**config.mk**
```make
export PLATFORM = sky130hd
export DESIGN_NAME = viterbi_input_fifo
export DESIGN_NICKNAME = d
export VERILOG_FILES = /design/src/rtl/viterbi_input_fifo.sv
export SDC_FILE = /design/constraint.sdc
export NUM_CORES = 1
export LEC_CHECK = 0
export BUFFER_PORTS_ARGS = -buffer_cell sky130_fd_sc_hd__buf_2
export CORE_MARGIN = 2
export CORE_UTILIZATION = 29
export CTS_BUF_LIST = sky130_fd_sc_hd__clkbuf_16
export DETAILED_ROUTE_END_ITERATION = 7
export PLACE_DENSITY_LB_ADDON = 0.08
export SETUP_SLACK_MARGIN = 0.02
export SLEW_MARGIN = 20
export SYNTH_ARGS = -nofsm -noshare
export SYNTH_HDL_FRONTEND = slang
export SYNTH_SLANG_ARGS = --single-unit
```
**constraint.sdc**
```tcl
create_clock -name clk -period 2.86 [get_ports clk]
set_input_delay 0.143 -clock clk [delete_from_list [all_inputs] [get_ports clk]]
set_output_delay 0.143 -clock clk [all_outputs]
set_load 0.1 [all_outputs]
```
**src/rtl/viterbi_input_fifo.sv**
```systemverilog
// Input stage for the Viterbi decoder: packet FIFO in front of a holding register,
// with the held packet exposed both in parallel and as a serial stream of symbol pairs.
module viterbi_input_fifo #(
   parameter int PAIRS = 8,
   parameter int DEPTH = 4
) (
   input  logic                         clk,
   input  logic                         rst_n,
   input  logic                         in_valid,
   input  logic [2*PAIRS-1:0]           in_data,
   output logic                         in_ready,
   input  logic                         refresh,
   output logic [2*PAIRS-1:0]           pkt_data,
   output logic                         pkt_valid,
   output logic [1:0]                   sym_pair,
   output logic                         sym_valid,
   input  logic                         sym_ready,
   output logic                         sym_last,
   output logic [$clog2(DEPTH+1)-1:0]   count,
   output logic                         overflow,
   input  logic                         clear_ovf
);

   localparam int W  = 2*PAIRS;
   localparam int AW = $clog2(DEPTH);
   localparam int CW = $clog2(DEPTH+1);
   localparam int IW = (PAIRS > 1) ? $clog2(PAIRS) : 1;
   localparam logic [IW-1:0] LAST_IDX = IW'(PAIRS-1);

   logic [W-1:0]  mem [DEPTH];
   logic [AW-1:0] wr_ptr;
   logic [AW-1:0] rd_ptr;
   logic [IW-1:0] idx;
   logic          done;
   logic [W-1:0]  shifted;

   logic push;
   logic load;
   logic pop;
   logic bypass;
   logic write;

   assign in_ready = (count < CW'(DEPTH));
   assign push     = in_valid && in_ready;
   assign load     = !pkt_valid || refresh;
   assign pop      = load && (count != '0);
   // An empty FIFO feeding an empty/refreshing holder skips the queue entirely.
   assign bypass   = load && (count == '0) && push;
   assign write    = push && !bypass;

   always_ff @(posedge clk) begin
      if (write) begin
         mem[wr_ptr] <= in_data;
      end
   end

   always_ff @(posedge clk or negedge rst_n) begin
      if (!rst_n) begin
         wr_ptr <= '0;
         rd_ptr <= '0;
         count  <= '0;
      end else begin
         if (write) wr_ptr <= wr_ptr + AW'(1);
         if (pop)   rd_ptr <= rd_ptr + AW'(1);
         case ({write, pop})
            2'b10:   count <= count + CW'(1);
            2'b01:   count <= count - CW'(1);
            default: count <= count;
         endcase
      end
   end

   always_ff @(posedge clk or negedge rst_n) begin
      if (!rst_n) begin
         pkt_data  <= '0;
         pkt_valid <= 1'b0;
      end else if (load) begin
         if (count != '0) begin
            pkt_data  <= mem[rd_ptr];
            pkt_valid <= 1'b1;
         end else if (push) begin
            pkt_data  <= in_data;
            pkt_valid <= 1'b1;
         end else begin
            pkt_valid <= 1'b0;
         end
      end
   end

   // Refresh is part of load, so it restarts the stream even over a same-edge handshake.
   always_ff @(posedge clk or negedge rst_n) begin
      if (!rst_n) begin
         idx  <= '0;
         done <= 1'b0;
      end else if (load) begin
         idx  <= '0;
         done <= 1'b0;
      end else if (sym_valid && sym_ready) begin
         if (idx == LAST_IDX) done <= 1'b1;
         else                 idx  <= idx + IW'(1);
      end
   end

   assign shifted   = pkt_data << {idx, 1'b0};
   assign sym_pair  = shifted[W-1:W-2];
   assign sym_valid = pkt_valid && !done;
   assign sym_last  = sym_valid && (idx == LAST_IDX);

   always_ff @(posedge clk or negedge rst_n) begin
      if (!rst_n) begin
         overflow <= 1'b0;
      end else if (in_valid && !in_ready) begin
         overflow <= 1'b1;
      end else if (clear_ovf) begin
         overflow <= 1'b0;
      end
   end

endmodule
```
==> impl_metrics.py, run 1 <==
metrics = {
    "logic_synthesis": {
        "synth_top_cell_by_area": "edfxtp_1",
        "synth.area.top_cells": "edfxtp_1 49%, dfrtp_1 19%, mux4_2 7.0%",
        "synth_top_area_share_pct": 49.48,
        "synth_top_family_by_area": "multiplexers",
        "synth_edf_count": 64,
        "yosys.area_share.simple_pct": 5.896,
        "synth-compound-area-share_pct": 5.155,
        "synth_common_cells": "64 x edfxtp_1, 29 x dfrtp_1, 16 x o221a_2, 16 x or3_1, 12 x mux4_2",
        "syn_nets": 239,
        "synth-seq-cells": 93,
        "ys_types": 30,
        "synth_mux_area_share_pct": 14.01,
        "ys_seq_area_share_pct": 68.17,
        "synthCells": 209,
        "synth_area_mm2": 0.003884,
        "synthAdderAreaFrac_pct": 2.771,
        "synth_area_per_cell_um2": 18.58,
        "yosysMostFrequentCell": "edfxtp_1",
        "synth-xor-area-share_pct": 1.579,
        "async_flop_share_pct": 31.18,
        "synth_ff_type": "edfxtp_1",
        "yosysWarnings": 0,
    },
    "setup_path": {
        "path_class": "reg2out",
        "crit_arrival_ns": 2.07,
        "end_kind": "output pin",
        "r2r_start": "pkt_valid",
        "reg2reg_slack_ns": 0.67,
        "critical_path.cell_chain": "mux4_2, mux2_2, buf_2",
        "worstSetupStartpoint": "idx[0]",
        "ff2ff_path_depth": 9,
        "worstSetupStartpointType": "flip-flop",
        "cp-endpoint": "sym_pair[1]",
        "worstReg2RegEnd": "count[2]",
        "slowest_delay_ns": 0.57,
        "cp_max_fo": 6,
        "slowest_stage": "mux4_2",
        "worstPathRequired_ns": 2.72,
    },
    "final_layout": {
        "antennaDiodeCount": 0,
        "fin_nets": 296,
        "nFillCells": 1276,
        "postLayoutCoreUtil_pct": 35.26,
        "area_delta_synth_final_pct": 19.27,
        "layout-drive-gt1-share_pct": 37.27,
    },
    "routing": {
        "postRouteWirelength_mm": 8.810,
        "drc": 0,
        "initialDrtViolationCount": 98,
        "drtPass1Iterations": 4,
        "ant_nets": 0,
        "vias": 2077,
        "routedWlPerCell_um": 19.71,
        "vias_per_cell": 4.647,
    },
    "placement": {
        "dp_hpwl_mm": 5.585,
        "gp_congestion": 0.6665,
        "portBuffers": 47,
    },
    "global_route": {
        "grtUsageTotal_pct": 13.03,
        "grt-ovfl-total": 0,
        "grt_pass1_wl_mm": 13.43,
        "grt_pass1_vias": 2154,
        "antenna_found_initial": 0,
        "grt_max_degree": 30,
    },
    "clock_network": {
        "clock_latency_ns": 0.34,
        "cts.sinks": 93,
        "clk_path_buf_depth": 2,
        "cts_buffers": 9,
        "cts_tree": "done",
        "clk_pin_slew_worst_paths_ns": 0.06,
        "cts_htree_levels": 3,
        "root_buffer": "clkbuf_16",
        "cts_setup_buffers": 0,
    },
    "sta": {
        "slew_viol_final": 0,
        "slew_headroom_pct": 33.71,
        "hold_violations": 0,
        "post-route-period-util_pct": 77.24,
        "rsz0062_at_grt": "no",
        "skew_ns": 0.003573,
        "period_minus_slack_ns": 2.209,
        "fmax_mhz": 452.7,
        "final-setup-viol-count": 0,
        "worst_pin_slew_ns": 0.9943,
    },
    "floorplan": {
        "dieHeight_um": 119.7,
        "core_area_mm2": 0.01314,
        "die_area_mm2": 0.01433,
        "rows": 42,
        "start_util_pct": 29.56,
        "die-width_um": 119.7,
        "ios": 48,
    },
    "outcome": {
        "outcome": "finished, final reports clean",
    },
    "hold_path": {
        "hold_path.class": "in2reg",
    },
    "job": {
        "cap_violations": 0,
    },
}
==> critical path: cells and delay by family, from the launching register on <==
family | cells | cell delay [ns]
buf+inv | 1 | 0.30
mux | 2 | 0.88
flops | 1 | 0.55
==> layout by cell type (no fill, tap or decap), types with 2 or more instances in the layout <==
master / count
and2_1: 5
xnor2_1: 4
or3_1: 16
clkbuf_16: 9
inv_1: 11
edfxtp_1: 64
mux2_2: 3
ha_1: 7
buf_2: 47
mux2i_1: 3
buf_4: 8
xor2_1: 3
nand2_1: 2
o221a_2: 16
nor2_1: 7
mux4_1: 8
mux4_2: 12
dfrtp_1: 28
==> flip-flops by register name, indices dropped and copies added, names as in the netlist <==
signal and flops:
mem 64, pkt_data 16, overflow 1, done 1, idx 3, pkt_valid 1
count 3, rd_ptr 2, wr_ptr 2
==> how the worst min path moves through the flow <==
stage	startpoint	end	slack (ns)	cells past startpoint
floorplan	rst_n	count[0]	-0.15	0
global placement	rst_n	pkt_data[4]	0.26	1
detailed placement	rst_n	pkt_data[4]	0.26	1
CTS	clear_ovf	overflow	0.01	2
global route	in_data[4]	mem[3][4]	0.04	1
finish	clear_ovf	overflow	0.02	2
==> final cells by class <==
type	instances	area [µm²]	share of cell area (%)
Clock buffer	9	225.2	4.862
Inverter	8	33.78	0.7293
Tap cell	176	220.2	4.754
Timing Repair Buffer	56	305.3	6.591
Clock inverter	7	53.80	1.162
Multi-Input combinational cell	98	1145	24.72
Sequential cell	93	2649	57.19
==> logic make-up after synthesis <==
family,after synthesis
adders and majority gates,8
xor gates and xnor gates,7
DFF,93
and+or+nand+nor,38
buffers and inverters,18
AOI/OAI and AO/OA,19
muxes,26
==> stage by stage <==
stage               std cells  hold WS [ns]  area, µm²  TNS (ns)  worst slack [ns]
global placement          430        0.2608       4343         0            0.6618
CTS                       447       0.01215       4632         0            0.6130
finish                    447       0.01898       4632         0            0.6508
global route              447       0.03678       4632         0            0.5345
floorplan                 209       -0.1526       3891  -0.08804          -0.08804
detailed placement        430        0.2633       4343         0            0.6269
==> timing repair <==
action,CTS,global route
gates resized for setup,0,0
endpoints found under the setup margin,0,0
hold buffers,1,0
hold endpoints to repair,29,0
==> layer usage <==
layer  GRT usage, %  routed length, µm  up-vias
li1               -                  -      955
met1          17.95               4188     1062
met2          20.18               4136       47
met3          2.709                327       13
met4          5.294                159        0
met5              0                  0        -
Power of run 1 is left out: the tool's default activity adds up to more than one toggle a clock period on the data nets, which glitch-free logic cannot reach.
==> inputs of run 2 (changes only) <==
- clock period: 2.86 -> 2.2 ns (I/O delays scaled with it)
==> run 2 against run 1 <==
Net effect:
- via count increased by 3.3%
- setup slack got worse by 0.52 ns
- non-clock buffer count increased by 13
- first-iteration DRC count fell by 26%
- critical path depth unchanged
- count of clock-buffer cells in the layout did not move
- global-route usage increased by 0.76 points
- worst hold slack got worse by 0.0061 ns
- register-to-register slack got worse by 0.47 ns
- flip-flop and latch count is the same
- clock skew grew 0.0027 ns
- wire length increased by 3.0%
- critical endpoint is now sym_pair[0]
==> impl_metrics.py, run 2 (synthesis gave the netlist of run 1 again) <==
metrics = {
    "setup_path": {
        "worstSetupStartpoint": "idx[0]",
        "cp_max_fo": 6,
        "path_class": "reg2out",
        "crit_arrival_ns": 1.96,
        "cp-endpoint": "sym_pair[0]",
        "critical_path.cell_chain": "mux4_2, mux2_2, buf_2",
        "end_kind": "output pin",
        "worstSetupStartpointType": "flip-flop",
        "r2r_start": "pkt_valid",
        "reg2reg_slack_ns": 0.20,
        "slowest_delay_ns": 0.54,
        "worstReg2RegEnd": "count[2]",
        "slowest_stage": "mux4_2",
        "worstPathRequired_ns": 2.09,
        "ff2ff_path_depth": 9,
    },
    "clock_network": {
        "cts_htree_levels": 3,
        "cts_tree": "done",
        "cts_setup_buffers": 0,
        "cts_buffers": 9,
        "cts.sinks": 93,
        "clock_latency_ns": 0.34,
        "clk_path_buf_depth": 2,
        "root_buffer": "clkbuf_16",
        "clk_pin_slew_worst_paths_ns": 0.07,
    },
    "placement": {
        "dpl_worst_slack_ns": 0.2125,
        "portBuffers": 47,
        "placedCellCount": 431,
        "gp_congestion": 0.6644,
        "dp_hpwl_mm": 5.684,
    },
    "routing": {
        "postRouteWirelength_mm": 9.072,
        "routedWlPerCell_um": 19.72,
        "drtPass1Iterations": 4,
        "ant_nets": 0,
        "vias_per_cell": 4.665,
        "initialDrtViolationCount": 73,
        "vias": 2146,
        "drc": 0,
    },
    "floorplan": {
        "die_area_mm2": 0.01433,
        "core_area_mm2": 0.01314,
        "ios": 48,
        "start_util_pct": 29.56,
        "dieHeight_um": 119.7,
        "rows": 42,
        "die-width_um": 119.7,
    },
    "sta": {
        "layout_setup_ws_ns": 0.1288,
        "skew_ns": 0.006239,
        "worst_pin_slew_ns": 0.7143,
        "period_minus_slack_ns": 2.071,
        "fmax_mhz": 482.8,
        "hold_violations": 0,
        "slew_viol_final": 0,
        "rsz0062_at_grt": "no",
        "slew_headroom_pct": 52.38,
        "final-setup-viol-count": 0,
        "post-route-period-util_pct": 94.15,
        "whs_ns": 0.01284,
    },
    "final_layout": {
        "area_delta_synth_final_pct": 24.16,
        "layout-drive-gt1-share_pct": 41.90,
        "postLayoutCoreUtil_pct": 36.70,
        "final_cell_mix": "64 x edfxtp_1, 47 x buf_2, 24 x dfrtp_1, 16 x or3_1, 16 x o221a_2",
        "antennaDiodeCount": 0,
        "nFillCells": 1286,
        "top_regs": "mem (64), pkt_data (16)",
        "top_register": "mem",
        "largest_register_ffs": 64,
        "mostFrequentLayoutCell": "edfxtp_1",
        "fin_nets": 309,
        "fin_cells": 460,
    },
    "global_route": {
        "antenna_found_initial": 0,
        "grtUsageTotal_pct": 13.79,
        "grt-ovfl-total": 0,
        "grt_max_degree": 30,
        "grt_pass1_vias": 2267,
        "grt_pass1_wl_mm": 14.08,
    },
    "job": {
        "cap_violations": 0,
    },
    "hold_path": {
        "hold_path.class": "in2reg",
    },
    "outcome": {
        "outcome": "finished, final reports clean",
    },
}
[run 2: changes by cell type in the layout (fill, tap and decap cells not counted), moves of 2 or more]
cell | previous run | this run
and2_2 | 0 | 4
dfrtp_2 | 1 | 4
dfrtp_1 | 28 | 24
inv_1 | 11 | 6
inv_6 | 0 | 3
inv_2 | 0 | 2
and2_1 | 5 | 1
dlygate4sd3_1 | 1 | 13
[run 2: critical path, delay by kind of cell, from the launching register on]
kind | cells | cell delay, ns
buffers and inverters | 1 | 0.30
flip-flops | 1 | 0.48
multiplexers | 2 | 0.84
[run 2: how the worst min path moves through the flow]
stage                           from          end  slack, ns  cells after the start
after floorplan                rst_n     count[0]      -0.19                      0
after global placement         rst_n  pkt_data[4]       0.23                      1
after detailed placement       rst_n         done       0.22                      1
after CTS                 in_data[8]    mem[1][8]     0.0005                      1
after global routing      in_data[1]    mem[2][1]      0.005                      1
final                     in_data[1]    mem[2][1]       0.01                      1
[run 2: what timing repair did]
action	4_1_cts	5_1_grt
setup endpoints to repair	2	0
hold buffers	13	0
hold endpoints to repair	74	0
resized for setup	1	0
[run 2: stage by stage]
stage / area (µm²) / setup TNS, ns
finish: 4822 / 0
global route: 4822 / 0
CTS: 4822 / 0
detailed placement: 4393 / 0
global placement: 4393 / 0
floorplan: 3934 / -0.5975
[run 2: layer usage]
metal | vias to the layer above | wire (µm) | global-route usage, %
met5 | - | 0 | 0
met1 | 1115 | 4052 | 17.92
met3 | 6 | 410 | 4.515
li1 | 981 | - | -
met4 | 0 | 100 | 4.191
met2 | 44 | 4508 | 22.04
[run 2: layout make-up]
cell class              instances  area (µm²)  area share (%)
clock buffers                   9       225.2           4.670
repair buffers                 69       432.9           8.978
inverters                       8       33.78          0.7006
well taps                     176       220.2           4.567
multi-input cells              98        1181           24.49
flip-flops and latches         93        2656           55.09
clock inverters                 7       72.57           1.505
Power of run 2 is left out for the same reason.
